### src/rtl/instr_fetch.sv
// RV32I fetch stage: PC, in-order instruction memory requests, tagged fetch buffer to decode.
// Optional misaligned-redirect fault reporting is enabled by defining FETCH_MISALIGN_CHK_EN.
module instr_fetch #(
    parameter logic [31:0] RESET_PC   = 32'h0000_0000,
    parameter int unsigned FIFO_DEPTH = 2
) (
    input  logic        clk,
    input  logic        rst,
    output logic        imem_req,
    output logic [31:0] imem_addr,
    input  logic        imem_gnt,
    input  logic        imem_rvalid,
    input  logic [31:0] imem_rdata,
    input  logic        redirect_en,
    input  logic [31:0] redirect_pc,
    output logic        id_valid,
    input  logic        id_ready,
    output logic [31:0] id_instr,
    output logic [31:0] id_pc,
    output logic        fetch_fault
);
    localparam int unsigned PtrW = $clog2(FIFO_DEPTH);
    localparam int unsigned CntW = $clog2(FIFO_DEPTH + 1);
    localparam logic [31:0] Nop = 32'h0000_0013;
    localparam logic [CntW:0] Depth = (CntW + 1)'(FIFO_DEPTH);
    localparam logic [PtrW-1:0] PtrOne = PtrW'(1);
    localparam logic [CntW-1:0] CntOne = CntW'(1);

    logic [31:0]     pc_q, pc_d;
    logic [CntW-1:0] out_cnt_q, out_cnt_d;
    logic [CntW-1:0] drop_cnt_q, drop_cnt_d;
    logic [CntW-1:0] fifo_cnt_q, fifo_cnt_d;
    logic [PtrW-1:0] wr_ptr_q, wr_ptr_d, rd_ptr_q, rd_ptr_d;
    logic [PtrW-1:0] tag_wr_q, tag_wr_d, tag_rd_q, tag_rd_d;
    logic            fault_q, fault_d;

    logic [31:0] buf_instr_q [FIFO_DEPTH];
    logic [31:0] buf_pc_q    [FIFO_DEPTH];
    logic [31:0] tag_q       [FIFO_DEPTH];

    logic        grant, push, pop, drop_rsp, misalign;
    logic [31:0] target_pc;

`ifdef FETCH_MISALIGN_CHK_EN
    assign target_pc = redirect_pc;
    assign misalign  = (redirect_pc[1:0] != 2'b00);
`else
    logic unused_redirect_lsb;
    assign unused_redirect_lsb = ^redirect_pc[1:0];
    assign target_pc = {redirect_pc[31:2], 2'b00};
    assign misalign  = 1'b0;
`endif

    // Credit rule: in-flight plus buffered fetches never exceed the buffer size.
    assign imem_req  = !rst && !redirect_en && !fault_q &&
                       (({1'b0, out_cnt_q} + {1'b0, fifo_cnt_q}) < Depth);
    assign imem_addr = pc_q;
    assign grant     = imem_req && imem_gnt;

    // Responses are stale while drops are pending or when a redirect lands this cycle.
    assign drop_rsp    = redirect_en || (drop_cnt_q != '0);
    assign push        = imem_rvalid && !drop_rsp;
    assign id_valid    = (fifo_cnt_q != '0);
    assign pop         = id_valid && id_ready && !redirect_en;
    assign id_instr    = id_valid ? buf_instr_q[rd_ptr_q] : Nop;
    assign id_pc       = id_valid ? buf_pc_q[rd_ptr_q] : 32'h0;
    assign fetch_fault = fault_q;

    always_comb begin
        pc_d       = pc_q;
        out_cnt_d  = out_cnt_q;
        drop_cnt_d = drop_cnt_q;
        fifo_cnt_d = fifo_cnt_q;
        wr_ptr_d   = wr_ptr_q;
        rd_ptr_d   = rd_ptr_q;
        tag_wr_d   = tag_wr_q;
        tag_rd_d   = tag_rd_q;
        fault_d    = fault_q;

        if (grant) begin
            pc_d     = pc_q + 32'd4;
            tag_wr_d = tag_wr_q + PtrOne;
        end
        if (imem_rvalid) begin
            tag_rd_d = tag_rd_q + PtrOne;
        end
        case ({grant, imem_rvalid})
            2'b10:   out_cnt_d = out_cnt_q + CntOne;
            2'b01:   out_cnt_d = out_cnt_q - CntOne;
            default: out_cnt_d = out_cnt_q;
        endcase

        if (redirect_en) begin
            // Every fetch still in flight belongs to the old stream.
            pc_d       = target_pc;
            drop_cnt_d = out_cnt_q - CntW'(imem_rvalid);
            fifo_cnt_d = '0;
            wr_ptr_d   = '0;
            rd_ptr_d   = '0;
            fault_d    = misalign;
        end else begin
            if (imem_rvalid && (drop_cnt_q != '0)) begin
                drop_cnt_d = drop_cnt_q - CntOne;
            end
            if (push) begin
                wr_ptr_d = wr_ptr_q + PtrOne;
            end
            if (pop) begin
                rd_ptr_d = rd_ptr_q + PtrOne;
            end
            case ({push, pop})
                2'b10:   fifo_cnt_d = fifo_cnt_q + CntOne;
                2'b01:   fifo_cnt_d = fifo_cnt_q - CntOne;
                default: fifo_cnt_d = fifo_cnt_q;
            endcase
        end
    end

    always_ff @(posedge clk or posedge rst) begin
        if (rst) begin
            pc_q       <= RESET_PC;
            out_cnt_q  <= '0;
            drop_cnt_q <= '0;
            fifo_cnt_q <= '0;
            wr_ptr_q   <= '0;
            rd_ptr_q   <= '0;
            tag_wr_q   <= '0;
            tag_rd_q   <= '0;
            fault_q    <= 1'b0;
        end else begin
            pc_q       <= pc_d;
            out_cnt_q  <= out_cnt_d;
            drop_cnt_q <= drop_cnt_d;
            fifo_cnt_q <= fifo_cnt_d;
            wr_ptr_q   <= wr_ptr_d;
            rd_ptr_q   <= rd_ptr_d;
            tag_wr_q   <= tag_wr_d;
            tag_rd_q   <= tag_rd_d;
            fault_q    <= fault_d;
        end
    end

    // Storage needs no reset: contents are only observed through the occupancy count.
    always_ff @(posedge clk) begin
        if (push) begin
            buf_instr_q[wr_ptr_q] <= imem_rdata;
            buf_pc_q[wr_ptr_q]    <= tag_q[tag_rd_q];
        end
        if (grant) begin
            tag_q[tag_wr_q] <= pc_q;
        end
    end

endmodule

### config.mk
export PLATFORM = sky130hd
export DESIGN_NAME = instr_fetch
export DESIGN_NICKNAME = d
export VERILOG_FILES = /design/src/rtl/instr_fetch.sv
export SDC_FILE = /design/constraint.sdc
export NUM_CORES = 1
export LEC_CHECK = 0
export ABC_AREA = 1
export CAP_MARGIN = 20
export CORE_MARGIN = 5
export CORE_UTILIZATION = 53
export CTS_CLUSTER_DIAMETER = 120
export CTS_CLUSTER_SIZE = 8
export DETAILED_ROUTE_END_ITERATION = 8
export PLACE_DENSITY = 0.83
export SETUP_SLACK_MARGIN = 0.1
export SYNTH_ARGS = -nofsm -noshare
export SYNTH_HDL_FRONTEND = slang
export SYNTH_SLANG_ARGS = --single-unit
### constraint.sdc
create_clock -name clk -period 4.3 [get_ports clk]
set_input_delay 0.43 -clock clk [delete_from_list [all_inputs] [get_ports clk]]
set_output_delay 0.43 -clock clk [all_outputs]
set_load 0.05 [all_outputs]
* Word level (Yosys, flattened, before mapping) *
Memories as Yosys holds them, arrays and structs flattened.
Index checks and enable logic that the tools add are counted.

cells by class
  add/sub/neg operators = 12
  order comparisons = 1
  div/mod/pow operators = 0
  mux-type cells = 17
  $mul = 0
  eq/ne operators = 4
  reduce and logical (&&, ||, !) cells = 19
  shift-type cells = 0
  bitwise logic cells = 0

operators by type and width
  operator                                                                       count
  32-bit two-way mux                                                             4
  32-bit by 3-bit adder with 32-bit output (second input constant)               1
  2-bit nonzero test                                                             7
  1-bit two-way mux                                                              8
  2-bit one-hot mux with 2 select lines                                          2
  1-bit logical AND                                                              7
  2-bit two-way mux                                                              3
  2-bit by 1-bit subtractor with 2-bit output (second input constant)            3
  1-bit adder (second input constant)                                            4
  2-bit by 1-bit adder with 2-bit output (second input constant)                 2
  2-bit by 1-bit equality test with 1-bit output (second input constant)         2
  2-bit equality test (second input constant)                                    2
  2-bit by 2-bit adder with 3-bit output                                         1
  1-bit logical NOT                                                              3
  3-bit by 2-bit less-than comparator with 1-bit output (second input constant)  1
  3-bit nonzero test                                                             1
  2-bit by 1-bit subtractor with 2-bit output                                    1
  1-bit logical OR                                                               1

word-level totals
  ROM bits = 0
  input port bits = 70
  register bits = 42
  bits in latches = 0
  memories = 3
  memory bits (writable) = 192

memories
  name         words  width  rd ports  clocked after memory_dff  wr ports  RTL line  RTL
  buf_instr_q  2      32     1         0                         1         37        logic [31:0] buf_instr_q [FIFO_DEPTH];
  buf_pc_q     2      32     1         0                         1         38        logic [31:0] buf_pc_q [FIFO_DEPTH];
  tag_q        2      32     1         0                         1         39        logic [31:0] tag_q [FIFO_DEPTH];

* Depth between registers and ports, before layout *
Gate-level depths: netlist (run 1).

  depth after elaboration = 7
  depth in mapped cells = 11
  depth with buffers taken out = 11

* Worst setup path before layout (run 1) *
OpenSTA, ideal clock, no wires.

  kind = register -> register
  start = reg drop_cnt_q[0]
  end = mem buf_instr_q[0][0], enable pin
  stages on the path, launching flop included = 7
  arrival = 3,358 ps
  library setup time = 484 ps
  data required time = 3,816 ps
  period minus slack after synthesis = 3,841 ps
  slack = 459 ps
  cells stage by stage = dfrtp_1 -> inv_1 -> ha_1 -> nand2_1 -> inv_1 -> nand2_1 -> nor2_1

on the way
  cells in the longest elaborated chain, start to end = 6

RTL lines
  element                                  RTL line  RTL
  from (decl)                              31        logic [CntW-1:0] drop_cnt_q, drop_cnt_d;
  from (signal assigned)                   133       drop_cnt_q <= drop_cnt_d;
  2-bit nonzero test                       61        assign drop_rsp = redirect_en || (drop_cnt_q != '0);
  1-bit logical OR                         61
  1-bit logical NOT                        62        assign push = imem_rvalid && !drop_rsp;
  1-bit logical AND                        62
  1-bit two-way mux                        145       if (push) begin
  1-bit two-way mux (implied by the code)  146       buf_instr_q[wr_ptr_q] <= imem_rdata;
  to (decl)                                37

Every way passes these cells.

* Final worst setup path (run 1) *
  start = reg fifo_cnt_q[0]
  end = out imem_req

on the way
  cells in the longest elaborated chain, start to end = 3

RTL lines
  element                                                RTL line  RTL
  from (decl)                                            32        logic [CntW-1:0] fifo_cnt_q, fifo_cnt_d;
  from (signal assigned)                                 134       fifo_cnt_q <= fifo_cnt_d;
  2-bit by 2-bit adder with 3-bit output                 56        (({1'b0, out_cnt_q} + {1'b0, fifo_cnt_q}) < Depth);
  3-bit by 2-bit less-than comparator with 1-bit output  56
  1-bit logical AND                                      55        assign imem_req = !rst && !redirect_en && !fault_q &&
  to (decl)                                              9         output logic imem_req,

Every way passes these cells.

==> results of run 1 <==
[kinds of logic (layout without fill, tap and decap cells)]
logic type               count (synthesis)  in the layout  share of synthesized area
adder cells (fa/ha/maj)                  5              5                    0.00727
flip-flops                             224            224                      0.677
XOR/XNOR                                 7              7                    0.00636
multiplexers                            30             30                     0.0351
other                                    1              5                   0.000389
buffers and inverters                   93            286                     0.0434
AO/OA/AOI/OAI                           97             97                     0.0525
AND/OR/NAND/NOR                        401            401                      0.178
[flip-flops by register name (all words and copies together), names as in the netlist]
name	count
buf_instr_q	64
buf_pc_q	60
tag_q	60
imem_addr	30
drop_cnt_q	2
fifo_cnt_q	2
out_cnt_q	2
rd_ptr_q	1
tag_rd_q	1
tag_wr_q	1
wr_ptr_q	1
[layer usage]
metal / track usage / share of wire / vias up
met5: 0 / 0 / -
met4: 0.0663 / 0.025 / 0
met3: 0.0355 / 0.082 / 40
met2: 0.332 / 0.47 / 270
met1: 0.284 / 0.42 / 3148
li1: - / - / 3259
[Yosys cell counts (all sizes together), types with 7 or more instances]
library cell,count,area [µm²]
nand2,279,1070
dfrtp,40,1000
nand3,57,285
inv,57,221
clkbuf,17,63.8
mux2,30,338
o21bai,7,52.6
a21oi,65,325
edfxtp,184,5530
o21ai,24,120
nor2,54,273
buf,19,133
[worst max-delay path: cells and delay by family, from the launching register on]
| family | cells | cell delay, ns |
|---|---|---|
| flip-flops | 1 | 0.44 |
| buffers and inverters | 3 | 0.91 |
| adder cells (fa/ha/maj) | 1 | 0.37 |
| AND/OR/NAND/NOR | 3 | 0.48 |
[area by class of cell]
type | count | area, µm²
clock buffers | 57 | 873
fillers | 1243 | 5510
inverters | 57 | 221
multi-input cells | 545 | 2730
flip-flops and latches | 224 | 6530
well taps | 229 | 287
repair buffers | 172 | 1750
[through the flow]
| stage | std cells | hold slack [ns] |
|---|---|---|
| 2_1_floorplan | 862 | 0.500 |
| 3_3_place_gp | 1225 | 0.522 |
| 3_5_place_dp | 1225 | 0.547 |
| 4_1_cts | 1282 | 0.453 |
| 5_1_grt | 1284 | 0.260 |
| 6_report | 1284 | 0.242 |
[power by group through the flow]
stage	combinational, mW	sequential, mW	clock [mW]
final	3.25	2.90	2.17
after global routing	3.47	2.93	2.31
after CTS	3.27	2.90	2.21
after detailed placement	3.24	2.94	0
after floorplan	2.02	3.07	0
after global placement	3.20	2.92	0
[cells in the final DEF (no fill, tap or decap), types with 26 or more instances in the layout]
| cell type | n |
|---|---|
| sky130_fd_sc_hd__nand2_1 | 272 |
| sky130_fd_sc_hd__edfxtp_1 | 184 |
| sky130_fd_sc_hd__clkdlybuf4s50_1 | 161 |
| sky130_fd_sc_hd__a21oi_1 | 65 |
| sky130_fd_sc_hd__nand3_1 | 57 |
| sky130_fd_sc_hd__inv_1 | 53 |
| sky130_fd_sc_hd__dfrtp_1 | 39 |
| sky130_fd_sc_hd__nor2_1 | 34 |
| sky130_fd_sc_hd__clkbuf_16 | 31 |
| sky130_fd_sc_hd__mux2_2 | 30 |
| sky130_fd_sc_hd__clkbuf_1 | 26 |
[how the worst max path moves through the flow]
stage | depth (start not counted) | slack (ns) | end | from
CTS | 4 | 0.84 | id_pc[9] | rd_ptr_q
floorplan | 6 | 0.46 | buf_instr_q[0][0] | drop_cnt_q[0]
global placement | 4 | 1.48 | id_pc[9] | rd_ptr_q
global route | 7 | 0.96 | imem_req | fifo_cnt_q[0]
detailed placement | 4 | 1.42 | id_pc[9] | rd_ptr_q
finish | 7 | 1.13 | imem_req | fifo_cnt_q[0]
==> run summary, run 1 <==
In this run the mean area of a mapped cell was 11.2 µm². The number of buffer cells added on primary ports is 161, and the power consumption is 8.32 mW. The logs give 0.538 for the initial cell density of the core and 0 for the max-capacitance violation count. The initial antenna violation count was 0; the count of buffers added by post-CTS timing repair for setup was 0. The startpoint identified for the worst register-to-register timing path is fifo_cnt_q[0].

For this design the static power due to leakage is 4.63 nW. Largest net degree at the start of global routing: 64. Setup repair after global routing left no endpoint under its margin. The setup path with the least slack is of type reg -> out.

The synthesized design contains 184 enable-type register cells. In this run, post-CTS hold repair placed 0 buffers. For this run the aggregate overflow at the end of global routing stands at 0.

The final critical-path share of the clock period is 0.736, and the number of gates resized after CTS is 0. The synthesized flop and latch total was 224; the die extent in x was 145 µm. The final core area utilization is 0.692. Dividing total power by cell area gives a power density of 672 nW/µm². The peak ir drop on the vdd network came out at 0.510 mV. For this run, design rule violations remaining after detail routing come to 0.

Clock tree buffer depth: 3. In the synthesized netlist the dominant register cell turns out to be sky130_fd_sc_hd__edfxtp_1. The min-delay analysis places its worst path in the category in -> async. The transition at the pin with the smallest max-transition slack came out at 0.911 ns. The flow ran to the end, and the final reports show no timing, DRC or antenna violations. The congestion estimate from routability-driven global placement came to 0.828.

The ratio of cells with drive above 1 in the final layout is 0.100, and the count of routing violations after the opening detailed-route iteration is 503. The deepest level of the CTS H-tree was 1. The run gives 0.205 as the total global routing track utilization.

The run gives 0 ns as the total negative slack for setup checks. The sequential group share of total power came out at 0.349. The endpoint identified for the worst register-to-register timing path is tag_q[1][15]. TritonCTS built the clock tree. The internal power of the cells totals 5.04 mW. The number of buffers added by the clock tree synthesis step was 31; the count of different cell masters after synthesis was 33. The core region is 17,900 µm².

STA classifies the critical path endpoint as an output pin. The highest achievable clock rate is 316 MHz, and the number of top-level design ports is 169. After detailed routing, the total wire length is 21,500 µm. The worst max-slew margin expressed relative to the limit is 0.391.

The fraction of registers with async set or reset after synthesis is 0.179. The height of the chip was 145 µm; the clock tree skew after final layout was 0.0149 ns. The run gives 0.261 as the part of the power in the clock network.

The die covers 21,000 µm². The final critical-path required period works out to 3.17 ns. The critical path goes through nand2_1, inv_1, fa_1, nor2_1, nand3_1, inv_1, clkdlybuf4s50_1. The average wire length per cell after detail routing came out at 16.7 µm.

The cell seen most often among critical-path stages is sky130_fd_sc_hd__inv_1. The logs give 0 for the max-slew violation count and 858 for the cell count after synthesis. The first global-routing pass estimated 34,000 µm of wire. The switching share of total power was 0.394. The cell chosen for the clock root was sky130_fd_sc_hd__clkbuf_16.

For this run, the number of Yosys warnings is 0. For the post-route standard cell area excluding fillers, the log shows 12,400 µm². For the final count of hold timing violations, the log shows 0. At the later pin of the worst-skew pair, clock insertion delay measures 0.53 ns.

The post-detailed-placement cell area came out at 11,500 µm². At the placement stage, the worst setup path has a slack of 1.42 ns. The first TritonRoute pass finished after 5 iterations. On the worst path, the slowest cell contributes a delay of 0.79 ns. For the post-synthesis instance area, the log shows 9640 µm². The tools report the number of global-route vias before repair as 6,553. The data arrival time of the critical path was 2.74 ns; the maximum fanout along the worst path was 5. The logs give 0 for the setup-violating endpoint count in the final report and 49 for the placement row count. Across all register-to-register paths, the minimum setup slack is 1.42 ns. Detailed placement ended at an HPWL of 13,800 µm. The logs give 6,717 for the via total after detailed routing and 3.87 ns for the endpoint required time on the critical path. The clock slew seen by the registers of the worst setup and hold paths was 0.05 ns; the total net switching power was 3.28 mW. The relative area change from synthesis to final layout was 28.6%.

The master of the slowest instance on the critical path is sky130_fd_sc_hd__clkdlybuf4s50_1. Counting every sink on the clock net gives 224. The number of cells on the worst reg-to-reg path is 7. The worst setup path is launched from a flop.

For the setup slack after layout, the log shows 1.13 ns. The part of the Yosys area used for sequential elements is 0.677, and the final net count is 1,106. The post-detailed-route count of antenna-violating nets is 0, and the ratio of routed vias to standard cells is 5.23. The logs give 0.391 for the combinational fraction of design power and 0 for the number of antenna repair diodes.
Power figures use the tool's default switching activity.
==> run 2: changes to the inputs <==
==> constraint.sdc (replaced) <==
create_clock -name clk -period 3.07 [get_ports clk]
set_input_delay 0.307 -clock clk [delete_from_list [all_inputs] [get_ports clk]]
set_output_delay 0.307 -clock clk [all_outputs]
set_load 0.05 [all_outputs]
==> run 2 against run 1 <==
Count of clock-buffer cells in the layout stayed put. Non-clock buffer count is 3 higher. Combinational power is 57% higher. Setup slack lost 0.53 ns. Worst hold slack improved by 0.12 ns. Flip-flop and latch count is the same. Sequential power grew 40%. Die area did not move. Sequential share of layout area fell by 1.2 points. Via count grew 2.2%. Critical path type unchanged. Largest power group unchanged.
==> run summary, run 2 (same netlist as run 1, synthesis figures left out) <==
The hold buffer count at cts came out at 1. The routed design has 22,400 µm of wire. The tools report the global placer's final weighted congestion as 0.852. The critical path is of the reg -> out type. Across the run, the number of max-cap violations was 0.

The endpoint required time on the critical path is 2.76 ns, and the maximum fanout along the worst path is 5. Detailed placement finished with a half-perimeter wire length of 14,000 µm. The worst setup path is captured at an output pin. The register with the most flip-flops in the layout has 64 of them.

The tools report the number of global-route vias before repair as 6,800. The max-slew violation count is 0, and the data arrival time of the critical path is 2.16 ns. The clock reaches the later pin of the worst-skew pair after 0.52 ns. The die outline area came out at 21,000 µm². Setup repair after global routing left no endpoint under its margin.

The average wire length per cell after detail routing was 17.4 µm. After global routing the overflow that remains totals 0. The relative area change from synthesis to final layout was 31.6%. Post-placement worst setup slack: 0.731 ns.

The tree is rooted in a sky130_fd_sc_hd__clkbuf_16. The tools report the largest net degree at the start of global routing as 64. The part of the power in the clock network is 0.248, and the height of the chip is 145 µm. The run gives 5 as the number of detailed-routing iterations run before antenna repair.

The ratio of cells with drive above 1 in the final layout is 0.162, and the number of clock sinks is 224. The run gives 405 MHz as the highest achievable clock rate. The worst max-slew margin expressed relative to the limit was 0.527. The count of routing violations after the opening detailed-route iteration is 483, and the deepest level of the CTS H-tree is 1. The first global-routing pass estimated 35,200 µm of wire. STA classifies the critical path startpoint as a flop. The sequential group share of total power is 0.333, and the clock slew seen by the registers of the worst setup and hold paths is 0.05 ns.

The number of antenna repair diodes was 0; the final critical-path share of the clock period was 0.805. Using the TritonRoute via totals, the vias-per-cell ratio works out to 5.33. The worst path meets setup with 0.600 ns of slack.

Clock skew on the completed layout was measured at 0.0167 ns. The total negative slack for setup checks is 0 ns, and the final count of hold timing violations is 0. Dividing total power by cell area gives a power density of 961 nW/µm². Final net count: 1,109.

Setup violations remaining at the end of the flow were counted as 0. After detailed routing, the number of remaining DRC violations is 0. The initial antenna violation count came out at 0. The initial cell density of the core came out at 0.538. The number of buffer cells added on primary ports came out at 161. Once the clock tree was built, the resizer swapped 0 gates to a different size. The die extent in x was 145 µm; the total net switching power was 4.74 mW. The number of top-level design ports came out at 169. The tools report the total global routing track utilization as 0.214. TritonCTS built the clock tree. The library cells used most frequently in the layout, excluding fill and tap cells, are sky130_fd_sc_hd__nand2_1 (272), sky130_fd_sc_hd__edfxtp_1 (184), sky130_fd_sc_hd__clkdlybuf4s50_1 (98). Summed over all cells, the static leakage comes to 4.85 nW. Switching share of total power: 0.389.

The most common cell after layout, fill and taps aside was sky130_fd_sc_hd__nand2_1. The number of buffers added by the clock tree synthesis step came out at 31. The flow ran to the end, and the final reports show no timing, DRC or antenna violations. The tools report the internal power as 7.44 mW. The clock tree buffer depth was 3. The detailed router placed 6,862 vias in this run. The worst-case IR drop observed on VDD is 0.552 mV. In this run the post-CTS setup repair buffer count came out at 0.

The run gives 49 as the placement row count. At the pin with the least slew margin, the transition time is 0.710 ns. The count of nets left with antenna violations once routing finished came out at 0. The design draws 12.2 mW.

buf_instr_q holds more flip-flops than any other register. The largest registers in the layout are buf_instr_q: 64 flops, buf_pc_q: 60 flops, tag_q: 60 flops. The worst path needs 2.47 ns of the cycle, external delays included.

The tightest min-delay check is of the in -> reg type. The core region is 17,900 µm². The run gives 0.419 as the combinational fraction of design power. Internal reg-to-reg setup slack: 0.66 ns.
## run 2: stage by stage
step | hold slack [ns] | cell area, µm² | utilization | instances
global placement | 0.533 | 11800 | 0.659 | 1229
global route | 0.354 | 12700 | 0.708 | 1287
floorplan | 0.394 | 9660 | - | 862
CTS | 0.344 | 12700 | 0.708 | 1287
detailed placement | 0.532 | 11800 | 0.659 | 1229
finish | 0.359 | 12700 | 0.708 | 1287
## run 2: cell type report
class	count	area [µm²]
clock buffer	57	873
fill	1206	5230
inverter	57	221
multi-input combinational	545	2730
sequential	224	6530
tap	229	287
timing repair buffer	175	2040
## run 2: path summary, 6_finish.rpt
path,from,end,cells past startpoint
min,redirect_pc[15],imem_addr[15],3
max in group asynchronous,rst,rd_ptr_q,4
min reg2reg,drop_cnt_q[1],drop_cnt_q[1],2
max reg2reg,fifo_cnt_q[0],imem_addr[14],9
max,fifo_cnt_q[1],id_valid,3
min in group asynchronous,rst,tag_rd_q,3
## run 2: layer usage
layer  vias to the layer above  global-route usage  routed length, µm
met5                         -                   0                  0
met4                         0              0.0545                393
met3                        31              0.0371               1920
met2                       301               0.359              10900
met1                      3269               0.293               9240
li1                       3261                   -                  -
## run 2: power by group through the flow
stage | sequential (mW) | combinational [mW] | clock [mW]
2_1_floorplan | 4.30 | 2.83 | 0
5_1_grt | 4.10 | 5.40 | 3.22
3_3_place_gp | 4.08 | 5.03 | 0
6_report | 4.06 | 5.11 | 3.02
3_5_place_dp | 4.10 | 5.10 | 0
4_1_cts | 4.05 | 5.15 | 3.07
## run 2: critical path: stages (launching register included)
cell and delay (ns):
sky130_fd_sc_hd__dfrtp_1 0.46, sky130_fd_sc_hd__nor2_4 0.05, sky130_fd_sc_hd__inv_1 0.25, sky130_fd_sc_hd__clkdlybuf4s50_1 0.87
